--- src/rtl/regfile_wb_arbiter_if.sv ---
// Write-back arbiter bus: execute and load handshakes plus register-file write port.
interface regfile_wb_arbiter_if #(
  parameter int XLEN = 32
);
  logic            ex_valid;
  logic            ex_ready;
  logic [4:0]      ex_rd;
  logic [XLEN-1:0] ex_data;
  logic            ld_valid;
  logic            ld_ready;
  logic [4:0]      ld_rd;
  logic [XLEN-1:0] ld_data;
  logic            rf_we;
  logic [4:0]      rf_waddr;
  logic [XLEN-1:0] rf_wdata;
  logic [31:0]     pending_mask;
  logic            fifo_full;

  modport master (
    output ex_valid, ex_rd, ex_data, ld_valid, ld_rd, ld_data,
    input  ex_ready, ld_ready, rf_we, rf_waddr, rf_wdata, pending_mask, fifo_full
  );

  modport slave (
    input  ex_valid, ex_rd, ex_data, ld_valid, ld_rd, ld_data,
    output ex_ready, ld_ready, rf_we, rf_waddr, rf_wdata, pending_mask, fifo_full
  );
endinterface

--- src/rtl/regfile_wb_arbiter.sv ---
// Shares the register-file write port between execute results and a load FIFO with starvation-forced drains.
// Define REGFILE_WB_ARB_BYPASS_EN to let loads skip an empty FIFO straight into the output register.
module regfile_wb_arbiter #(
  parameter int XLEN         = 32,
  parameter int DEPTH        = 4,
  parameter int STARVE_LIMIT = 8
) (
  input  logic                  clk,
  input  logic                  rst_n,
  regfile_wb_arbiter_if.slave   bus
);
  localparam int AW = (DEPTH > 1) ? $clog2(DEPTH) : 1;
  localparam int CW = AW + 1;
  localparam int SW = $clog2(STARVE_LIMIT + 1);

  typedef enum logic [2:0] {
    SEL_NONE,
    SEL_FORCE,
    SEL_EX,
    SEL_DRAIN,
    SEL_BYPASS
  } sel_t;

  logic [4:0]      fifo_rd   [DEPTH];
  logic [XLEN-1:0] fifo_data [DEPTH];
  logic [DEPTH-1:0] vld;
  logic [AW-1:0]   head, tail;
  logic [CW-1:0]   count;
  logic [SW-1:0]   starve;

  sel_t            sel;
  logic            empty, forced, ex_xfer, ld_xfer, push, pop;
  logic [4:0]      iss_rd;
  logic [XLEN-1:0] iss_data;

  always_comb begin
    empty        = (count == '0);
    forced       = (starve == SW'(STARVE_LIMIT)) && !empty;
    bus.ex_ready = rst_n && !forced;
    bus.ld_ready = rst_n && (count < CW'(DEPTH));
    bus.fifo_full = (count == CW'(DEPTH));
    ex_xfer      = bus.ex_valid && bus.ex_ready;
    ld_xfer      = bus.ld_valid && bus.ld_ready;

    sel = SEL_NONE;
    if (forced)
      sel = SEL_FORCE;
    else if (ex_xfer && bus.ex_rd != 5'd0)
      sel = SEL_EX;
    else if (!empty)
      sel = SEL_DRAIN;
`ifdef REGFILE_WB_ARB_BYPASS_EN
    else if (ld_xfer && bus.ld_rd != 5'd0)
      sel = SEL_BYPASS;
`endif

    pop  = (sel == SEL_FORCE) || (sel == SEL_DRAIN);
    // rd = 0 loads are acknowledged but never stored
    push = ld_xfer && (bus.ld_rd != 5'd0) && (sel != SEL_BYPASS);

    iss_rd   = fifo_rd[head];
    iss_data = fifo_data[head];
    if (sel == SEL_EX) begin
      iss_rd   = bus.ex_rd;
      iss_data = bus.ex_data;
    end else if (sel == SEL_BYPASS) begin
      iss_rd   = bus.ld_rd;
      iss_data = bus.ld_data;
    end
  end

  always_comb begin
    bus.pending_mask = '0;
    for (int unsigned i = 0; i < DEPTH; i++)
      if (vld[i])
        bus.pending_mask[fifo_rd[i]] = 1'b1;
    if (bus.rf_we)
      bus.pending_mask[bus.rf_waddr] = 1'b1;
  end

  always_ff @(posedge clk) begin
    if (!rst_n) begin
      head         <= '0;
      tail         <= '0;
      count        <= '0;
      starve       <= '0;
      vld          <= '0;
      bus.rf_we    <= 1'b0;
      bus.rf_waddr <= '0;
      bus.rf_wdata <= '0;
    end else begin
      if (push) begin
        fifo_rd[tail]   <= bus.ld_rd;
        fifo_data[tail] <= bus.ld_data;
        vld[tail]       <= 1'b1;
        tail            <= tail + 1'b1;
      end
      if (pop) begin
        vld[head] <= 1'b0;
        head      <= head + 1'b1;
      end
      case ({push, pop})
        2'b10:   count <= count + 1'b1;
        2'b01:   count <= count - 1'b1;
        default: count <= count;
      endcase

      if (pop || empty)
        starve <= '0;
      else if (starve != SW'(STARVE_LIMIT))
        starve <= starve + 1'b1;

      bus.rf_we <= (sel != SEL_NONE);
      if (sel != SEL_NONE) begin
        bus.rf_waddr <= iss_rd;
        bus.rf_wdata <= iss_data;
      end
    end
  end
endmodule

--- src/flat_wrapper.sv ---
// flat-port wrapper written by rule: the top's interface ports become plain ports
module regfile_wb_arbiter_flat 
#(
  parameter int XLEN         = 32,
  parameter int DEPTH        = 4,
  parameter int STARVE_LIMIT = 8
)
  (clk, rst_n, bus_ex_valid, bus_ex_rd, bus_ex_data, bus_ld_valid, bus_ld_rd, bus_ld_data, bus_ex_ready, bus_ld_ready, bus_rf_we, bus_rf_waddr, bus_rf_wdata, bus_pending_mask, bus_fifo_full);
  regfile_wb_arbiter_if #(.XLEN(XLEN)) bus_i ();
  input  logic clk;
  input  logic rst_n;
  input wire logic [$bits(bus_i.ex_valid)-1:0] bus_ex_valid;
  input wire logic [$bits(bus_i.ex_rd)-1:0] bus_ex_rd;
  input wire logic [$bits(bus_i.ex_data)-1:0] bus_ex_data;
  input wire logic [$bits(bus_i.ld_valid)-1:0] bus_ld_valid;
  input wire logic [$bits(bus_i.ld_rd)-1:0] bus_ld_rd;
  input wire logic [$bits(bus_i.ld_data)-1:0] bus_ld_data;
  output wire logic [$bits(bus_i.ex_ready)-1:0] bus_ex_ready;
  output wire logic [$bits(bus_i.ld_ready)-1:0] bus_ld_ready;
  output wire logic [$bits(bus_i.rf_we)-1:0] bus_rf_we;
  output wire logic [$bits(bus_i.rf_waddr)-1:0] bus_rf_waddr;
  output wire logic [$bits(bus_i.rf_wdata)-1:0] bus_rf_wdata;
  output wire logic [$bits(bus_i.pending_mask)-1:0] bus_pending_mask;
  output wire logic [$bits(bus_i.fifo_full)-1:0] bus_fifo_full;
  assign bus_i.ex_valid = bus_ex_valid;
  assign bus_i.ex_rd = bus_ex_rd;
  assign bus_i.ex_data = bus_ex_data;
  assign bus_i.ld_valid = bus_ld_valid;
  assign bus_i.ld_rd = bus_ld_rd;
  assign bus_i.ld_data = bus_ld_data;
  assign bus_ex_ready = bus_i.ex_ready;
  assign bus_ld_ready = bus_i.ld_ready;
  assign bus_rf_we = bus_i.rf_we;
  assign bus_rf_waddr = bus_i.rf_waddr;
  assign bus_rf_wdata = bus_i.rf_wdata;
  assign bus_pending_mask = bus_i.pending_mask;
  assign bus_fifo_full = bus_i.fifo_full;
  regfile_wb_arbiter #(.XLEN(XLEN), .DEPTH(DEPTH), .STARVE_LIMIT(STARVE_LIMIT)) u_core (.clk(clk), .rst_n(rst_n), .bus(bus_i));
endmodule
--- config.mk ---
export PLATFORM = sky130hd
export DESIGN_NAME = regfile_wb_arbiter_flat
export DESIGN_NICKNAME = d
export VERILOG_FILES = /design/src/rtl/regfile_wb_arbiter_if.sv /design/src/rtl/regfile_wb_arbiter.sv /design/src/flat_wrapper.sv
export SDC_FILE = /design/constraint.sdc
export NUM_CORES = 1
export LEC_CHECK = 0
export CELL_PAD_IN_SITES_DETAIL_PLACEMENT = 2
export CELL_PAD_IN_SITES_GLOBAL_PLACEMENT = 2
export CORE_ASPECT_RATIO = 1.25
export CORE_MARGIN = 2
export CORE_UTILIZATION = 36
export CTS_CLUSTER_SIZE = 14
export DETAILED_ROUTE_END_ITERATION = 10
export PLACE_DENSITY_LB_ADDON = 0.1
export SLEW_MARGIN = 15
export SYNTH_ARGS = -nofsm -noshare
export SYNTH_HDL_FRONTEND = slang
export SYNTH_SLANG_ARGS = --single-unit
--- constraint.sdc ---
create_clock -name clk -period 3.35 [get_ports clk]
set_clock_uncertainty 0.05 [all_clocks]
set_input_delay 0.5025 -clock clk [delete_from_list [all_inputs] [get_ports clk]]
set_output_delay 0.5025 -clock clk [all_outputs]
set_load 0.05 [all_outputs]
==> impl_metrics.json <==
{
  "report.final.setup_viol": 0,
  "worstSkewPairLatency_ns": 0.49,
  "cts_num_sinks": 203,
  "ir_worst_vdd_uv": 541,
  "netlist_instances": 737,
  "yosys_register_bits": 203,
  "setup.worst_path.class": "reg -> out",
  "antenna_cells_inserted": 0,
  "yosys_warnings": 0,
  "synth_area_leader_cell": "sky130_fd_sc_hd__edfxtp_1",
  "min_path_type": "reg -> reg",
  "worst_hold_path.endpoint": "u_core.bus.rf_wdata[20]",
  "dpl.cell_count": 1193,
  "synthesized_netlist_net_count": 827,
  "synth_largest_type_area_fraction_pct": 47.8,
  "arrival_ns": 2.73,
  "layout_commonest_cell": "sky130_fd_sc_hd__edfxtp_1",
  "detailedPlacementHpwl_um": 23700,
  "dp_worst_setup_slack_ns": 0.00332,
  "post_route_fraction_of_the_period_consumed_by_the_critical_path_pct": 98.1,
  "rsz_0062_raised_after_global_routing": "true",
  "detailroute.via_count": 7086,
  "clock_path_buffers": 3,
  "ctsHoldBuffers": 0,
  "route.detailed.vias_per_inst": 5.76,
  "timing.slew.headroom_pct": 35.6,
  "core_region_area_um2": 25300,
  "drt_pass1_iterations": 4,
  "final_cell_count_no_fill": 1231,
  "fin_total_pwr_w": 0.00863,
  "die_y_um": 184,
  "cts_root_buf": "sky130_fd_sc_hd__clkbuf_16",
  "initial_antenna_violation_count": 0,
  "number_of_synthesized_flops_with_an_enable_pin": 148,
  "pwr_cell_area_nw_per_um2": 710,
  "dr_iter_0_viols": 244,
  "clk_pin_slew_ns": 0.06,
  "number_of_global_route_vias_before_repair": 7939,
  "detail_route.wl_per_cell_um": 26.5,
  "layout_setup_ws_ns": 0.0625,
  "regToRegSetupSlack_ns": 0.62,
  "worst_ep_required_time_ns": 2.80,
  "top_level_ports": 151,
  "htree_levels": 1,
  "initial_utilization_pct": 36.8,
  "area.growth.synth_to_final_pct": 30.5,
  "post_synth_num_cell_types": 45,
  "global_route_wire_length_before_repair_um": 49200,
  "die-area_um2": 27200,
  "worstSetupStartpointType": "register",
  "place_congestion": 0.868,
  "leakagePower_nw": 3.98,
  "grt_usage_pct": 24.0,
  "buffer_ports.inserted": 150,
  "post-route-drc-count": 0,
  "async_flop_share_pct": 0,
  "yosys-top-cells-area": "sky130_fd_sc_hd__edfxtp_1 (48%), sky130_fd_sc_hd__dfxtp_1 (12%), sky130_fd_sc_hd__mux4_2 (9.0%)",
  "min_period_ns": 3.29,
  "tritoncts": "built",
  "worst-r2r-cell-count": 6,
  "maxSlewViolCount": 0,
  "maxCapViolations": 0,
  "r2r-end": "u_core.bus.rf_wdata[10]",
  "worst_r2r_start": "u_core.count[2]",
  "max_freq_mhz": 304,
  "crit_path_max_fanout": 9,
  "layout.cells.most_common_list": "sky130_fd_sc_hd__edfxtp_1 (148), sky130_fd_sc_hd__clkdlybuf4s50_1 (140), sky130_fd_sc_hd__nand2_1 (96)",
  "timing.setup.tns_ns": 0,
  "finish.utilization_pct": 48.0,
  "synth-seq-area-share_pct": 59.6,
  "routed_wirelength_um": 32600,
  "final_antenna_net_count": 0,
  "hold_path_depth": 2,
  "grt.overflow.total": 0,
  "syn-cell-area_um2": 9300,
  "hold_violations": 0,
  "placementRows": 65,
  "grt_start_max_net_pins": 40,
  "worst_slew_pin_slew_ns": 0.963,
  "status": "finished clean",
  "avgSynthCellArea_um2": 12.6,
  "end_kind": "output port",
  "ys_dominant_reg_cell": "sky130_fd_sc_hd__edfxtp_1",
  "cts-buffers-inserted": 21,
  "die_w_um": 148,
  "drive_above_1_share_pct": 15.5,
  "finalNetCount": 972,
  "worst_hold_startpoint": "u_core.bus.rf_wdata[20]"
}
==> what timing repair did <==
item | in CTS | in global routing
gates resized for setup | 8 | 22
cloned | 0 | 0
setup buffers | 0 | 1
endpoints found under the setup margin | 13 | 19
==> worst max-delay path, cell delays in order, from the launching register on <==
cell and delay, ns:
sky130_fd_sc_hd__edfxtp_1 0.61, sky130_fd_sc_hd__nor3b_1 0.52, sky130_fd_sc_hd__a22oi_1 0.16, sky130_fd_sc_hd__nand3_1 0.14
sky130_fd_sc_hd__clkdlybuf4s50_1 0.81
==> metal layers <==
| layer | vias up | track usage (%) | part of all wire (%) |
|---|---|---|---|
| met4 | 0 | 11.5 | 4.4 |
| met2 | 213 | 46.6 | 56 |
| met5 | - | 0 | 0 |
| li1 | 3174 | - | - |
| met1 | 3622 | 25.5 | 37 |
| met3 | 77 | 2.93 | 3.3 |
==> area by class of cell <==
class / instances / area (µm²)
fill: 2439 / 13200
sequential: 203 / 5550
multi-input combinational: 469 / 3610
timing repair buffer: 175 / 1790
clock buffer: 27 / 568
tap: 335 / 419
clock inverter: 10 / 156
inverter: 12 / 45.0
==> cell usage after synthesis (all sizes together) (12+ instances only) <==
cell type and number:
a22oi 32, a311oi 34, buf 19, clkbuf 34, dfxtp 55, edfxtp 148
inv 12, mux4 37, nand2 97, nand3 31, nand3b 24, nor2 44
nor3 43, nor3b 20, o221ai 16, o22ai 16
==> state kept, by name, summed over array words and instances (netlist names), named ones only <==
signal and cells:
u_core.bus.rf_we 1, u_core.starve 4, u_core.fifo_data 128, u_core.vld 4, u_core.count 3, u_core.tail 2
u_core.head 2, u_core.bus.rf_waddr 5, u_core.bus.rf_wdata 32, u_core.fifo_rd 20
==> cell families (layout without fill, tap and decap cells) <==
| kind of cell | Yosys count | in the layout | synth area share (%) |
|---|---|---|---|
| adder cells (fa/ha/maj) | 12 | 12 | 1.69 |
| multiplexers | 41 | 41 | 9.39 |
| AO/OA/AOI/OAI | 125 | 125 | 10.3 |
| XOR/XNOR | 6 | 6 | 0.565 |
| buffers and inverters | 65 | 224 | 3.05 |
| AND/OR/NAND/NOR | 285 | 285 | 15.4 |
| flip-flops | 203 | 203 | 59.6 |
==> worst max-delay path by stage <==
| stage | depth (start not counted) | start | end | slack [ns] |
|---|---|---|---|---|
| global placement | 10 | bus_ex_rd[0] | u_core.count[2] | 0.06 |
| finish | 4 | u_core.fifo_rd[2][2] | bus_pending_mask[4] | 0.06 |
| detailed placement | 10 | bus_ex_rd[0] | u_core.count[2] | 0.003 |
| floorplan | 4 | rst_n | u_core.fifo_data[0][0] | 0.13 |
| global route | 4 | u_core.fifo_rd[2][2] | bus_pending_mask[4] | -0.03 |
| CTS | 4 | u_core.fifo_rd[2][0] | bus_pending_mask[0] | 0.01 |
==> power by group <==
part	internal [W]	switching, W
Clock	0.00151	0.000958
Sequential	0.00298	0.000314
Combinational	0.00107	0.00179
==> through the flow <==
stage | hold WS (ns) | cell area (µm²)
floorplan | 0.433 | 9300
global placement | 0.423 | 11300
detailed placement | 0.429 | 11300
CTS | 0.445 | 12000
global route | 0.470 | 12100
finish | 0.444 | 12100
Note: power is estimated with default switching activity, not from simulation.
